<file path="config.mk">
export PLATFORM = sky130hd
export DESIGN_NAME = fetch_ctrl
export DESIGN_NICKNAME = d
export VERILOG_FILES = /design/src/rtl/cqu_mips_pkg.sv /design/src/rtl/fetch_skid_buf.sv /design/src/rtl/fetch_ctrl.sv
export SDC_FILE = /design/constraint.sdc
export NUM_CORES = 1
export LEC_CHECK = 0
export BUFFER_PORTS_ARGS = -buffer_cell sky130_fd_sc_hd__buf_2
export CORE_UTILIZATION = 28
export CTS_BUF_LIST = sky130_fd_sc_hd__clkbuf_16
export DETAILED_ROUTE_END_ITERATION = 8
export HOLD_SLACK_MARGIN = 0.06
export SLEW_MARGIN = 30
export SYNTH_ARGS = -nofsm -noshare
export SYNTH_HDL_FRONTEND = slang
export SYNTH_HIERARCHICAL = 1
export SYNTH_SLANG_ARGS = --single-unit
</file>
<file path="constraint.sdc">
create_clock -name clk -period 5.1 [get_ports clk]
set_clock_uncertainty 0.1 [all_clocks]
set_input_delay 0 -clock clk [delete_from_list [all_inputs] [get_ports clk]]
set_output_delay 0 -clock clk [all_outputs]
set_load 0.03 [all_outputs]
</file>
<file path="src/rtl/cqu_mips_pkg.sv">
// Shared fetch-unit types and constants.
// Fetch FSM states, reset PC default and the NOP word.
package cqu_mips_pkg;

  typedef enum logic [2:0] {
    IDLE,
    REQ,
    WAIT,
    HOLD,
    ERR
  } fetch_state_e;

  localparam logic [31:0] RESET_PC_DEF = 32'h0000_0000;
  localparam logic [31:0] NOP_WORD     = 32'h0000_0000;

endpackage

</file>
<file path="src/rtl/fetch_skid_buf.sv">
// One-entry {pc, inst} skid buffer for the fetch output stage.
// Flush wins over load; load wins over unload.
module fetch_skid_buf (
  input  logic        clk,
  input  logic        rstn,
  input  logic        flush,
  input  logic        load,
  input  logic        unload,
  input  logic [31:0] in_pc,
  input  logic [31:0] in_inst,
  output logic        valid,
  output logic [31:0] pc,
  output logic [31:0] inst
);

  always_ff @(posedge clk or negedge rstn) begin
    if (!rstn) begin
      valid <= 1'b0;
      pc    <= '0;
      inst  <= '0;
    end else if (flush) begin
      valid <= 1'b0;
    end else if (load) begin
      valid <= 1'b1;
      pc    <= in_pc;
      inst  <= in_inst;
    end else if (unload) begin
      valid <= 1'b0;
    end
  end

endmodule

</file>
<file path="src/rtl/fetch_ctrl.sv">
// Instruction fetch sequencer: PC, one-outstanding imem reads, output reg + skid.
// FETCH_ALIGN_CHK_EN: misaligned redirect targets raise if_exc_o (ERR state).
module fetch_ctrl
  import cqu_mips_pkg::*;
#(
  parameter logic [31:0] RESET_PC = RESET_PC_DEF,
  parameter logic [31:0] PC_STEP  = 32'd4
) (
  input  logic        clk,
  input  logic        rstn,
  input  logic        stall_i,
  input  logic        redirect_i,
  input  logic [31:0] redirect_pc_i,
  output logic        imem_req_o,
  output logic [31:0] imem_addr_o,
  input  logic        imem_gnt_i,
  input  logic        imem_rvalid_i,
  input  logic [31:0] imem_rdata_i,
  output logic        if_valid_o,
  output logic [31:0] if_pc_o,
  output logic [31:0] if_inst_o,
  output logic        if_exc_o
);

  fetch_state_e state, nxt;
  logic [31:0] pc, req_pc, tgt;
  logic        drop;
  logic        mis, grant, wait_busy;
  logic        consume, out_free, resp;
  logic        sk_valid, sk_load, sk_unload;
  logic [31:0] sk_pc, sk_inst;

  assign tgt       = redirect_pc_i & 32'hFFFF_FFFC;
  assign grant     = imem_req_o && imem_gnt_i;
  assign wait_busy = (state == WAIT) && !imem_rvalid_i;
  assign consume   = if_valid_o && !stall_i;
  assign out_free  = !if_valid_o || !stall_i;
  assign resp      = (state == WAIT) && imem_rvalid_i && !drop
                  && !redirect_i;
  assign sk_load   = resp && !out_free;
  assign sk_unload = (state == HOLD) && consume && !redirect_i;

`ifdef FETCH_ALIGN_CHK_EN
  assign mis = redirect_i && (redirect_pc_i[1:0] != 2'b00);
`else
  assign mis = 1'b0;
`endif

  always_ff @(posedge clk or negedge rstn) begin
    if (!rstn) state <= IDLE;
    else       state <= nxt;
  end

  always_comb begin
    nxt = state;
    unique case (state)
      IDLE: nxt = REQ;
      REQ:  if (grant) nxt = WAIT;
      WAIT: if (imem_rvalid_i)
              nxt = (drop || out_free) ? REQ : HOLD;
      HOLD: if (consume) nxt = REQ;
      ERR:  nxt = ERR;
      default: nxt = IDLE;
    endcase
    if (redirect_i) begin
      priority case (1'b1)
        mis:       nxt = ERR;
        grant:     nxt = WAIT;
        wait_busy: nxt = WAIT;
        default:   nxt = REQ;
      endcase
    end
  end

  // drop gates the request so a stale response never overlaps a new one
  always_comb begin
    imem_req_o  = (state == REQ) && !drop;
    imem_addr_o = imem_req_o ? pc : '0;
  end

  always_ff @(posedge clk or negedge rstn) begin
    if (!rstn) begin
      pc     <= RESET_PC;
      req_pc <= '0;
      drop   <= 1'b0;
    end else begin
      drop <= drop && !imem_rvalid_i;
      if (redirect_i) begin
        pc <= tgt;
        if (grant || wait_busy) drop <= 1'b1;
      end else if (grant) begin
        req_pc <= pc;
        pc     <= pc + PC_STEP;
      end
    end
  end

  always_ff @(posedge clk or negedge rstn) begin
    if (!rstn) begin
      if_valid_o <= 1'b0;
      if_pc_o    <= '0;
      if_inst_o  <= '0;
    end else if (redirect_i) begin
      if_valid_o <= mis;
`ifdef FETCH_ALIGN_CHK_EN
      if (mis) begin
        if_pc_o   <= redirect_pc_i;
        if_inst_o <= NOP_WORD;
      end
`endif
    end else if (sk_unload) begin
      if_valid_o <= 1'b1;
      if_pc_o    <= sk_pc;
      if_inst_o  <= sk_inst;
    end else if (resp && out_free) begin
      if_valid_o <= 1'b1;
      if_pc_o    <= req_pc;
      if_inst_o  <= imem_rdata_i;
    end else if (consume && state != ERR) begin
      if_valid_o <= 1'b0;
    end
  end

`ifdef FETCH_ALIGN_CHK_EN
  always_ff @(posedge clk or negedge rstn) begin
    if (!rstn)                        if_exc_o <= 1'b0;
    else if (redirect_i)              if_exc_o <= mis;
    else if (sk_unload || resp)       if_exc_o <= 1'b0;
  end
`else
  assign if_exc_o = 1'b0;
`endif

  fetch_skid_buf u_skid (
    .clk     (clk),
    .rstn    (rstn),
    .flush   (redirect_i),
    .load    (sk_load),
    .unload  (sk_unload),
    .in_pc   (req_pc),
    .in_inst (imem_rdata_i),
    .valid   (sk_valid),
    .pc      (sk_pc),
    .inst    (sk_inst)
  );

  logic unused;
  assign unused = sk_valid;

endmodule

</file>
; ---- After elaboration in Yosys (flattened, before gate mapping)
; Index checks and enable logic that the tools add are counted.
[totals]
memories = 0
ram_bits = 0
romBits = 0
latchBits = 0
in_bits = 70
elab_cells = 70
regBits = 197
[classes]
eq_ne = 8
div_mod_pow = 0
n_shift = 0
multipliers = 0
n_mux = 21
magnitude_cmp = 0
bitwise_logic = 1
n_reduce_logical = 30
add_sub_neg = 1
[ops]
columns = op, count
row1 = $mux W32, 7
row2 = $add A32 B3 Y32 const B, 1
row3 = $pmux W3 S5, 1
row4 = $logic_and A1 B1 Y1, 13
row5 = $mux W3, 4
row6 = $ne A3 B3 Y1 const B, 4
row7 = $eq A3 B2 Y1 const B, 2
row8 = $logic_not A1 Y1, 6
row9 = $mux W1, 6
row10 = $mux W2, 3
row11 = $reduce_and A2 Y1, 3
row12 = $reduce_bool A2 Y1, 2
row13 = $reduce_bool A4 Y1, 1
row14 = $eq A3 B1 Y1 const B, 1
row15 = $eq A3 B3 Y1 const B, 1
row16 = $logic_not A3 Y1, 1
row17 = $logic_or A1 B1 Y1, 3
row18 = $reduce_and A3 Y1, 1
row19 = $not A1 Y1, 1

; ---- Logic depth before layout (Yosys ltp)
; Gate-level depths: netlist (run 1).
[depth]
ltp_word = 8
depth_mapped = 9
mapped_depth_nobuf = 5

; ---- Modules after synthesis
; Netlist (run 1), hierarchy kept.
[by_module_without_submodules]
columns = module, area_each_um2, cells_each, n_inst, seq_area_each_um2
row1 = fetch_ctrl, 6316.1, 630, 1, 3228.1
row2 = fetch_skid_buf, 2741.4, 140, 1, 1626.6

; ---- Least setup slack after synthesis (run 1)
; Ideal clock, no wire load.
[synth_path]
path_kind = register to register
start = register state[2]
end = register pc[26] (netlist name)
synth_period_minus_slack_ps = 2566
path_buffers = 3
slack_ps = 2534
setup_ps = 82
path_stages_with_launch = 8
arrival_ps = 2384
cell_sequence = dfrtp_1 buf_6 or4b_1 buf_2 or4_1 clkbuf_2 or4_1 a31oi_1
[synth_lines]
columns = element, line_no
row1 = from (decl), fetch_ctrl.sv:25  ; fetch_state_e state, nxt;
row2 = from (signal assigned), fetch_ctrl.sv:51  ; else state <= nxt;

==> results.cfg, run 1 <==
[layout]
fillCellCount = 3155
instances_no_fill = 1407
insertedDiodeCount = 0
nNetsFinal = 1063
regArea_sq_um = 4830
drive_gt1_share_pct = 29.8
multi_input_area_sq_um = 3820
area_growth_pct = 28.0

[route]
routed_via_density = 4.67
initialDrtViolationCount = 275
wl_per_cell_um = 15.7
drc = 0
vias = 6576
drtAntennaViolNets = 0
wl_um = 22100
firstDrtPassIters = 4

[die]
die_w_um = 181
std_cell_rows = 65
io_pins = 169
die_area_sq_um = 32900
die_h_um = 181
core_sq_um = 31600
initial_core_util_pct = 28.5

[setup_path]
cp.required_ns = 5.33
crit_arrival_ns = 3.47
crit_type = reg2reg
end_kind = register
start_kind = register
crit_fanout = 42

[yosys]
synth.avg_cell_area_sq_um = 11.8
synth_area_sq_um = 9020
syn_inst = 766
yosys_warnings = 6

[status]
status = complete, no violations

[power]
pwr-share-clk_pct = 23.3
pwr-share-seq_pct = 40.5
power_density_nw_per_um2 = 480
power.share.combinational_pct = 36.2
internal-power_mw = 3.27
ir_worst_vdd_mv = 0.234
p_switching_mw = 2.26
swShare_pct = 40.9
power_leakage_nw = 5.08

[clock_network]
cts_buffers = 17
cts.clk_slew.worst_paths_ns = 0.08
cts_root_buffer = clkbuf_16
clock_path_buffers = 2
cts.sinks = 193
ctsHtreeMaxLevel = 4
clk_latency_ns = 0.44
cts-resized-gates = 0
cts_tree = built

[timing]
max_slew_margin_pct = 38.4
fmax_mhz = 308
final.min_clock_period_ns = 3.24
setup_viol = 0
rsz0062_at_grt = no
final_max_slew_viol_count = 0
setup_tns_ns = 0
worst_pin_slew_ns = 0.924
period_share_pct = 63.6
finalHoldViolCount = 0

[placed_design]
port_buffers = 163
dp.final_hpwl_um = 14300
dp_cells = 1285
finalWeightedCongestion = 0.760

[global_route]
grt_max_degree = 87
grt_usage_pct = 13.8
grt_overflow = 0
grt_pass1_vias = 6611
grt_pass1_wl_um = 36000
antenna_found_initial = 0

[worst_hold_path]
hold_class = in2async

[flow_run]
maxCapViolations = 0
[final cells by class]
type | instances | share of cell area, %
Sequential cell | 193 | 41.8
Multi-Input combinational cell | 509 | 33.1
Timing Repair Buffer | 261 | 15.7
Tap cell | 402 | 4.36
Clock buffer | 17 | 3.69
Clock inverter | 15 | 1.05
Inverter | 10 | 0.325
[power by group through the flow]
| stage | Clock [mW] | Combinational, mW | Sequential (mW) |
|---|---|---|---|
| after floorplan | 0 | 0.837 | 2.72 |
| after global placement | 0 | 1.93 | 2.26 |
| after detailed placement | 0 | 1.95 | 2.28 |
| after CTS | 1.35 | 2.02 | 2.25 |
| after global routing | 1.40 | 2.17 | 2.31 |
| final | 1.29 | 2.00 | 2.24 |
[layer usage]
metal / track usage [%] / wire [um] / vias to the layer above / part of all wire [%]
li1: - / - / 3169 / -
met1: 19.2 / 10900 / 3222 / 49
met2: 21.2 / 9920 / 165 / 45
met3: 2.93 / 947 / 20 / 4.3
met4: 4.78 / 338 / 0 / 1.5
met5: 0 / 0 / - / 0
[placed cells by master (no fill, tap or decap), types with 2 or more instances in the layout]
master / n
a21oi_1: 64
o31a_1: 4
nand2b_1: 2
clkbuf_16: 17
and3_1: 6
and2_1: 30
o31ai_1: 14
nor4_1: 2
o21ai_0: 17
mux2_4: 60
inv_6: 5
buf_4: 7
or4b_1: 2
inv_1: 9
nand2_1: 30
clkinv_2: 2
mux2i_1: 63
inv_8: 4
nand4_1: 9
buf_12: 2
dlygate4sd3_1: 88
xor2_1: 6
dfrtp_1: 193
or3_1: 2
nor2_1: 86
nand3_1: 17
buf_2: 162
o211ai_1: 4
or4_1: 19
o311ai_0: 2
conb_1: 5
mux2_2: 31
clkinvlp_4: 2
clkinv_1: 2
a31oi_1: 17
nor3b_1: 2
[timing repair]
action | 4_1_cts | 5_1_grt
endpoints found under the hold margin | 181 | 0
setup buffers | 0 | 0
hold buffers | 88 | 0
[flip-flops by register name, summed over array words and instances (netlist names)]
signal and cells:
pc 30, drop 1, u_skid/inst 32, if_inst_o 32, u_skid/pc 32, if_valid_o 1, req_pc 30, if_pc_o 32
state 3
[path summary, 6_finish.rpt]
path,from,end,slack (ns),depth (start not counted)
worst min-delay path,rstn,pc[26],0.05,2
max in group asynchronous,rstn,u_skid/inst[26],3.59,3
worst min register to register,u_skid/pc[0],if_pc_o[0],0.40,2
min in group clk,stall_i,if_pc_o[15],0.12,4
worst max-delay path,state[1],pc[9],1.86,7
worst max register to register,state[1],pc[9],1.86,7
[stage by stage]
stage                     area (sq um)  total power, mW  hold WS, ns  util (%)  setup WS (ns)
after floorplan                   9030             3.56       -0.396         -           2.53
after global placement           10100             4.19      0.00443      31.9           2.06
after detailed placement         10100             4.23      0.00224      31.9           2.00
after CTS                        11500             5.62       0.0806      36.4           1.84
after global routing             11500             5.87        0.109      36.5           1.59
final                            11500             5.53       0.0499      36.5           1.86
[worst max-delay path, stage by stage (launching register included)]
cell and delay (ns):
dfrtp_1 0.50, or4b_1 0.72, clkinv_1 0.09, buf_4 0.35, nand4_1 0.44, xnor2_1 0.27
o21ai_0 0.08, dlygate4sd3_1 0.57
No activity file was read; power rests on OpenSTA's default activity.
==> run 2: changes to the inputs <==
Clock period 5.1 ns to 3.1 ns, I/O delays scaled along.
==> run 2 against run 1 <==
  * Non-clock buffer count up 6
  * Power increased by 68%
  * Setup slack got worse by 1.6 ns
  * Die area unchanged
  * Critical path depth fell by 1
  * Largest power group unchanged
  * Highest routed layer unchanged
==> results.cfg, run 2 (synthesis gave the netlist of run 1 again) <==
[clock_network]
postCtsSetupBuffers = 0
cts_root_buffer = clkbuf_16
cts_buffers = 17
clock_path_buffers = 2
clk_latency_ns = 0.44
cts.clk_slew.worst_paths_ns = 0.09
cts.sinks = 193
cts_tree = built
ctsHtreeMaxLevel = 4

[global_route]
grt_overflow = 0
grt_usage_pct = 14.1
grt_max_degree = 69
grt_pass1_vias = 6739
grt_pass1_wl_um = 36500
antenna_found_initial = 0

[route]
firstDrtPassIters = 4
drc = 0
initialDrtViolationCount = 380
vias = 6562
routed_via_density = 4.64
wl_um = 22300
wl_per_cell_um = 15.8
drtAntennaViolNets = 0

[setup_path]
critPathTopFamily = simple AND/OR/NAND/NOR gates
crit_type = reg2reg
r2r.worst_path.cells = 6
slowest_delay_ns = 0.72
cp.required_ns = 3.33
end_kind = register
worstReg2RegEnd = pc[9]
crit_path_top_delay_cell = or4b_1
crit_arrival_ns = 3.09
crit_chain = or4b_1 -> clkinv_1 -> nand4_1 -> xnor2_1 -> o21ai_0 -> dlygate4sd3_1
start_kind = register
ff2ff_setup_slack_ns = 0.24
critPathBufInv = 2
crit_fanout = 11
reg2reg_from = state[1]

[timing]
finalHoldViolCount = 0
timing.final.ws_setup_ns = 0.236
fmax_mhz = 349
period_share_pct = 92.4
worst_pin_slew_ns = 0.696
rsz0062_at_grt = no
max_slew_margin_pct = 53.0
setup_viol = 0
whs_ns = 0.0826
setup_tns_ns = 0
final.min_clock_period_ns = 2.86
final_max_slew_viol_count = 0

[layout]
regArea_sq_um = 4830
insertedDiodeCount = 0
area_growth_pct = 30.0
nNetsFinal = 1069
instances_no_fill = 1413
final_common_cell = dfrtp_1
multi_input_area_sq_um = 3820
final_cell_mix = dfrtp_1, buf_2, nor2_1
fin_area_sq_um = 11700
drive_gt1_share_pct = 30.6
fillCellCount = 3139

[worst_hold_path]
hold_class = in2async

[die]
std_cell_rows = 65
die_area_sq_um = 32900
core_sq_um = 31600
io_pins = 169
initial_core_util_pct = 28.5
die_h_um = 181
die_w_um = 181

[placed_design]
place_ws_ns = 0.343
dpl-instance-area_sq_um = 10200
port_buffers = 163
finalWeightedCongestion = 0.766
dp_cells = 1295
dp.final_hpwl_um = 14600

[flow_run]
maxCapViolations = 0

[power]
ir_worst_vdd_mv = 0.362
power_leakage_nw = 5.16
power_density_nw_per_um2 = 795

[status]
status = complete, no violations
## run 2: cell types whose count changed in the layout (fill, tap and decap cells not counted), moves of 2 or more
cell / previous run / this run
bufinv_16: 0 / 2
buf_12: 2 / 6
inv_6: 5 / 1
clkinv_2: 2 / 0
clkinv_4: 0 / 3
dlygate4sd3_1: 88 / 85
clkinv_8: 0 / 2
buf_4: 7 / 12
## run 2: where the power goes
part	switching, mW	leakage (nW)	internal (mW)	total, mW
Sequential	0.486	2.41	3.20	3.69
Clock	1.09	0.300	1.24	2.33
Combinational	2.17	2.45	1.14	3.30
## run 2: worst max-delay path by stage
stage | start | endpoint | slack [ns] | depth (start not counted)
floorplan | state[2] | pc[26] | 0.53 | 7
global placement | state[1] | pc[26] | 0.39 | 4
detailed placement | state[1] | pc[31] | 0.34 | 4
CTS | state[1] | pc[9] | 0.30 | 6
global route | state[1] | pc[9] | 0.05 | 6
finish | state[1] | pc[9] | 0.24 | 6
## run 2: repair_timing
action,CTS,global route
setup endpoints to repair,0,0
resized for setup,0,0
hold endpoints to repair,291,0
hold buffers,86,0
## run 2: area by class of cell
| type | instances | area share [%] |
|---|---|---|
| repair buffers | 267 | 16.3 |
| well taps | 402 | 4.29 |
| clock inverters | 15 | 1.67 |
| multi-input cells | 509 | 32.6 |
| clock buffers | 17 | 3.63 |
| flip-flops and latches | 193 | 41.2 |
| inverters | 10 | 0.320 |
## run 2: per-stage QoR
step	util (%)	total power, mW
global route	37.0	9.92
detailed placement	32.3	6.98
global placement	32.3	6.92
CTS	37.0	9.47
finish	37.0	9.32
floorplan	-	5.85
## run 2: worst register-to-register path: stages (launching register included)
cell,delay (ns)
dfrtp_1,0.51
or4b_1,0.72
clkinv_1,0.15
nand4_1,0.34
xnor2_1,0.28
o21ai_0,0.09
dlygate4sd3_1,0.57
## run 2: per-layer routing
metal	track usage [%]	wire [um]
met1	19.3	11200
met2	21.9	9940
met3	2.83	863
met4	5.12	376
met5	0	0
